`src/rtl/speed_ctrl_multi.sv`:
```
// Multi-channel playback-period controller with saturating steps
// and press-and-hold auto-repeat on the selected channel.
module speed_ctrl_multi #(
  parameter int WIDTH         = 32,
  parameter int CHANNELS      = 2,
  parameter int DEFAULT       = 1227,
  parameter int STEP          = 4,
  parameter int MIN_VAL       = 256,
  parameter int MAX_VAL       = 4096,
  parameter int HOLD_CYCLES   = 12_500_000,
  parameter int REPEAT_CYCLES = 2_500_000,
  localparam int CW = (CHANNELS > 1) ? $clog2(CHANNELS) : 1
) (
  input  logic                      clk,
  input  logic                      rst_n,
  input  logic                      speed_up,
  input  logic                      speed_down,
  input  logic                      speed_rst,
  input  logic [CW-1:0]             ch_sel,
  output logic [CHANNELS*WIDTH-1:0] count_out,
  output logic                      at_min,
  output logic                      at_max,
  output logic                      step_pulse
);

  localparam int CMAX =
    (HOLD_CYCLES > REPEAT_CYCLES) ? HOLD_CYCLES : REPEAT_CYCLES;
  localparam int CTW = $clog2(CMAX + 1);

  localparam logic [WIDTH:0] MIN_X  = (WIDTH+1)'(MIN_VAL);
  localparam logic [WIDTH:0] MAX_X  = (WIDTH+1)'(MAX_VAL);
  localparam logic [WIDTH:0] STEP_X = (WIDTH+1)'(STEP);
  localparam logic [WIDTH:0] DEF_X  = (WIDTH+1)'(DEFAULT);
  localparam logic [WIDTH-1:0] DEF_V = WIDTH'(DEFAULT);
  localparam logic [WIDTH-1:0] MIN_V = WIDTH'(MIN_VAL);
  localparam logic [WIDTH-1:0] MAX_V = WIDTH'(MAX_VAL);

  localparam logic [CTW-1:0] HOLD_END = CTW'(HOLD_CYCLES - 1);
  localparam logic [CTW-1:0] REP_END  = CTW'(REPEAT_CYCLES - 1);

  typedef enum logic [1:0] {
    S_IDLE,
    S_HOLD,
    S_REPEAT
  } state_t;

  typedef enum logic [1:0] {
    C_NONE,
    C_UP,
    C_DN,
    C_RST
  } cmd_t;

  logic [WIDTH-1:0] vals [CHANNELS];

  state_t         state, state_n;
  logic           dir, dir_n;
  logic [CW-1:0]  lch, lch_n;
  logic [CTW-1:0] cnt, cnt_n;

  logic           sel_ok;
  cmd_t           cmd;
  cmd_t           dir_cmd;
  logic [WIDTH-1:0] cur;
  logic [WIDTH:0] cur_x;
  logic [WIDTH:0] up_x;
  logic [WIDTH:0] dn_x;
  logic [WIDTH:0] nv_x;
  logic           do_step;
  logic           do_rst;
  logic           we;
  logic           chg;
  logic           chg_q;

  assign sel_ok = (int'(ch_sel) < CHANNELS);

  // Out-of-range selects decode to NONE, which also aborts a hold
  always_comb begin
    cmd = C_NONE;
    unique case (1'b1)
      !sel_ok:
        cmd = C_NONE;
      sel_ok && speed_rst:
        cmd = C_RST;
      sel_ok && !speed_rst && speed_up && !speed_down:
        cmd = C_UP;
      sel_ok && !speed_rst && !speed_up && speed_down:
        cmd = C_DN;
      default:
        cmd = C_NONE;
    endcase
  end

  always_comb begin
    cur = '0;
    if (sel_ok) cur = vals[ch_sel];
  end

  assign cur_x = {1'b0, cur};

  assign up_x = (cur_x < MIN_X + STEP_X) ?
                MIN_X : cur_x - STEP_X;
  assign dn_x = (cur_x + STEP_X > MAX_X) ?
                MAX_X : cur_x + STEP_X;

  assign dir_cmd = dir ? C_DN : C_UP;

  always_comb begin
    state_n = state;
    dir_n   = dir;
    lch_n   = lch;
    cnt_n   = cnt;
    do_step = 1'b0;
    do_rst  = 1'b0;
    if (cmd == C_RST) begin
      do_rst  = 1'b1;
      state_n = S_IDLE;
      cnt_n   = '0;
    end else begin
      unique case (state)
        S_IDLE: begin
          if (cmd == C_UP || cmd == C_DN) begin
            do_step = 1'b1;
            dir_n   = (cmd == C_DN);
            lch_n   = ch_sel;
            cnt_n   = '0;
            state_n = S_HOLD;
          end
        end
        S_HOLD: begin
          if (cmd != dir_cmd || ch_sel != lch) begin
            state_n = S_IDLE;
            cnt_n   = '0;
          end else if (cnt == HOLD_END) begin
            do_step = 1'b1;
            cnt_n   = '0;
            state_n = S_REPEAT;
          end else begin
            cnt_n = cnt + 1'b1;
          end
        end
        S_REPEAT: begin
          if (cmd != dir_cmd || ch_sel != lch) begin
            state_n = S_IDLE;
            cnt_n   = '0;
          end else if (cnt == REP_END) begin
            do_step = 1'b1;
            cnt_n   = '0;
          end else begin
            cnt_n = cnt + 1'b1;
          end
        end
        default: begin
          state_n = S_IDLE;
          cnt_n   = '0;
        end
      endcase
    end
  end

  always_comb begin
    nv_x = cur_x;
    if (do_rst)
      nv_x = DEF_X;
    else if (do_step)
      nv_x = (cmd == C_DN) ? dn_x : up_x;
  end

  assign we  = do_rst | do_step;
  assign chg = we && (nv_x != cur_x);

  always_ff @(posedge clk or negedge rst_n) begin
    if (!rst_n) begin
      state <= S_IDLE;
      dir   <= 1'b0;
      lch   <= '0;
      cnt   <= '0;
    end else begin
      state <= state_n;
      dir   <= dir_n;
      lch   <= lch_n;
      cnt   <= cnt_n;
    end
  end

  always_ff @(posedge clk or negedge rst_n) begin
    if (!rst_n) begin
      for (int i = 0; i < CHANNELS; i++)
        vals[i] <= DEF_V;
    end else begin
      for (int i = 0; i < CHANNELS; i++)
        if (we && CW'(i) == ch_sel)
          vals[i] <= nv_x[WIDTH-1:0];
    end
  end

  // Change is flagged on the update edge, pulse shows a cycle later
  always_ff @(posedge clk or negedge rst_n) begin
    if (!rst_n) begin
      chg_q      <= 1'b0;
      step_pulse <= 1'b0;
    end else begin
      chg_q      <= chg;
      step_pulse <= chg_q;
    end
  end

  for (genvar g = 0; g < CHANNELS; g++) begin : g_out
    assign count_out[g*WIDTH +: WIDTH] = vals[g];
  end

  assign at_min = sel_ok && (cur == MIN_V);
  assign at_max = sel_ok && (cur == MAX_V);

endmodule

```
`config.mk`:
```
export PLATFORM = sky130hd
export DESIGN_NAME = speed_ctrl_multi
export DESIGN_NICKNAME = d
export VERILOG_FILES = /design/src/rtl/speed_ctrl_multi.sv
export SDC_FILE = /design/constraint.sdc
export NUM_CORES = 1
export LEC_CHECK = 0
export CORE_MARGIN = 1.5
export CORE_UTILIZATION = 40
export CTS_BUF_LIST = sky130_fd_sc_hd__clkbuf_16
export DETAILED_ROUTE_END_ITERATION = 16
export PLACE_DENSITY_LB_ADDON = 0.12
export RECOVER_POWER = 50
export SYNTH_ARGS = -nofsm -noshare
export SYNTH_HDL_FRONTEND = slang
export SYNTH_SLANG_ARGS = --single-unit
```
`constraint.sdc`:
```
create_clock -name clk -period 7.7 [get_ports clk]
set_input_delay 1.925 -clock clk [delete_from_list [all_inputs] [get_ports clk]]
set_output_delay 1.925 -clock clk [all_outputs]
set_load 0.01 [all_outputs]
```
==> results.py <==
metrics = {
    "grt": {
        "grt_max_degree": 53,
        "grt_pass1_vias": 6889,
        "grt_pass1_wl_mm": 39.01,
        "grt-ovfl-total": 0,
        "gr-usage-all-layers_pct": 24.99,
        "antenna_found_initial": 0,
    },
    "timing": {
        "relSlewSlack_pct": -88.85,
        "worst-slew-pin-transition_ps": 2833,
        "timing.final.crit_period_ps": 6913,
        "rsz0062_at_grt": "false",
        "worst_slack_ps": 787.5,
        "max_freq_ghz": 0.1447,
        "fin_skew_ps": 12.19,
        "hold_violations": 0,
        "fin_crit_sh_pct": 89.77,
        "fin_setup_tns_ps": 0,
        "final-setup-viol-count": 0,
        "final-max-slew-violation-count": 97,
    },
    "clock_tree": {
        "clk-insertion-delay-late_ps": 360,
        "post_cts_buffers": 0,
        "clk_pin_slew_ps": 70,
        "cts_resized": 0,
        "cts_sinks": 94,
        "cts_max_level": 3,
        "cts_tree": "built",
        "ctsHoldBuffers": 0,
        "cts_buffers": 9,
        "cts_buffer_depth": 2,
        "cts-root-buf": "clkbuf_16",
    },
    "yosys": {
        "yosys-top-cells-area": "dfrtp_1, nand2_1, mux2_2",
        "yosysWarnings": 0,
        "netlist.area_leader.share_pct": 26.92,
        "ys_top_cells_by_count": "nand2_1, dfrtp_1, o21ai_0",
        "synth_ff_type": "dfrtp_1",
        "synth.cell_area_um2": 7622,
        "synth_top_area_cell": "dfrtp_1",
        "synth_fp_nets": 913,
        "synthCells": 894,
        "synth_edf_count": 0,
        "synth-simple-area-share_pct": 25.66,
        "yosysMostFrequentCell": "nand2_1",
        "async_flop_share_pct": 100.0,
        "synthAdderAreaFrac_pct": 2.134,
        "yosysSeqAreaShare_pct": 31.06,
        "synthMuxAreaShare_pct": 9.209,
        "yosysUniqueCellTypes": 88,
        "synth_xor_area_share_pct": 5.401,
        "ys_seq_elements": 94,
        "syn_area_per_cell_um2": 8.526,
        "synth_top_family_by_area": "simple AND/OR/NAND/NOR gates",
        "synth-compound-area-share_pct": 22.88,
    },
    "power": {
        "p_comb_share_pct": 32.0,
        "vdd_ir_drop_max_v": 0.0001133,
        "total_power_uw": 1532,
        "p_per_area_nw_per_um2": 174.3,
        "p_int_uw": 955.2,
        "clkPwrFrac_pct": 28.8,
        "p_sw_uw": 576.4,
        "power.share.sequential_pct": 39.2,
        "swShare_pct": 37.63,
        "power.leakage_uw": 0.003551,
    },
    "drt": {
        "routed_wl_mm": 24.42,
        "drc": 0,
        "wire_per_inst_um": 20.66,
        "firstDrtPassIters": 6,
        "via_count": 7299,
        "via_per_inst": 6.175,
        "drt_iter0_drc": 771,
        "postRouteAntennaNets": 0,
    },
    "finish": {
        "area_growth_pct": 15.30,
        "fin_nets": 962,
        "fillers": 1813,
        "diodes": 0,
        "final_util_pct": 46.98,
        "drive_gt1_share_pct": 11.39,
    },
    "min_path": {
        "hold_class": "reg2reg",
        "worstHoldPathCells": 0,
    },
    "status": {
        "outcome": "finished with violations",
        "violations": "max-capacitance violations, max-slew violations",
    },
    "critical_path": {
        "endpoint_kind": "output port",
        "crit_required_ps": 5780,
        "cp-start-kind": "input pin",
        "r2r_cells": 14,
        "worst_ep_arrival_time_ps": 4990,
        "criticalPathCategory": "in2out",
        "critPathMaxFanout": 39,
    },
    "placement": {
        "dp_hpwl_mm": 18.07,
        "gp_congestion": 0.9507,
        "port_buffers": 72,
        "preCtsSetupSlack_ps": 833.9,
    },
    "floorplan": {
        "io_pins": 73,
        "fp-row-count": 50,
        "initial_core_util_pct": 40.75,
        "fp.dieH_um": 141.0,
        "dieArea_um2": 19890,
        "core_area_um2": 18710,
        "die_w_um": 141.0,
    },
    "run": {
        "maxCapViolations": 2,
    },
}
[power groups by stage]
stage / combinational (µW) / clock (µW) / sequential [µW]
global placement: 489 / 0 / 612
detailed placement: 486 / 0 / 609
finish: 490 / 441 / 601
global route: 535 / 467 / 607
CTS: 489 / 446 / 600
floorplan: 308 / 0 / 603
[placed cells by master, fill, tap and decap left out, types with 7 or more instances in the layout]
cell type	count
or3_1	14
dfstp_2	12
inv_1	13
dfrtp_1	82
nand4_1	18
a21oi_1	31
o21ai_1	7
nand4b_1	7
mux2i_1	33
clkdlybuf4s50_1	38
nor2_1	51
xor2_1	16
xnor2_1	31
o21ai_0	68
a31oi_1	9
nor3_1	26
a21o_1	7
nand3_1	36
mux2_2	33
and3_1	15
nand2_1	129
and2_1	7
clkbuf_16	9
o31ai_1	40
dlygate4sd3_1	32
nor4b_1	7
ha_1	13
nor4_1	9
a22o_1	7
buf_4	12
[worst max-delay path, stage by stage]
cell             delay [ps]
buf_4                   400
mux2i_1                 500
o211a_1                 260
nand4_1                 270
or2_2                   420
nor4b_1                 540
clkdlybuf4s50_1         650
[flip-flops by register name, summed over array words and instances (netlist names)]
signal and count:
count_out 64, state 2, dir 1, lch 1
cnt 24, chg_q 1, step_pulse 1
[through the flow]
stage / cells / hold WS [ps] / area (µm²)
final: 1182 / 396.8 / 8788
after global routing: 1182 / 412.2 / 8788
after CTS: 1182 / 398.2 / 8796
after detailed placement: 1166 / 382.6 / 8516
after global placement: 1166 / 387.6 / 8516
after floorplan: 894 / 331.2 / 7622
[per-layer routing]
metal	track usage (%)	part of all wire, %	vias to the layer above
li1	-	-	3460
met1	34.84	46	3550
met2	39.28	46	243
met3	3.295	4.9	46
met4	9.868	3.0	0
met5	0	0	-
[kinds of logic (layout without fill, tap and decap cells)]
logic type	after synthesis	after routing
fa+ha+maj	13	13
simple gates	367	367
flops	94	94
xor+xnor	47	47
compound gates	247	247
mux	66	66
buf+inv	60	114
[worst paths after layout]
path	slack, ps	from	endpoint
setup / recovery	790	ch_sel	at_max
hold / removal	400	chg_q	step_pulse
setup reg to reg	2920	count_out[3]	count_out[4]
hold reg to reg	400	chg_q	step_pulse
max in group asynchronous	1810	rst_n	dir
min in group asynchronous	2290	rst_n	count_out[52]
[final cells by class]
cell class | count | area, µm² | share of cell area (%)
clock buffer | 9 | 225.2 | 2.563
clock inverter | 7 | 55.05 | 0.6264
inverter | 13 | 48.80 | 0.5552
multi-input combinational | 740 | 4981 | 56.68
sequential | 94 | 2367 | 26.94
tap | 234 | 292.8 | 3.331
timing repair buffer | 85 | 818.3 | 9.311
No activity file was read; power rests on OpenSTA's default activity.
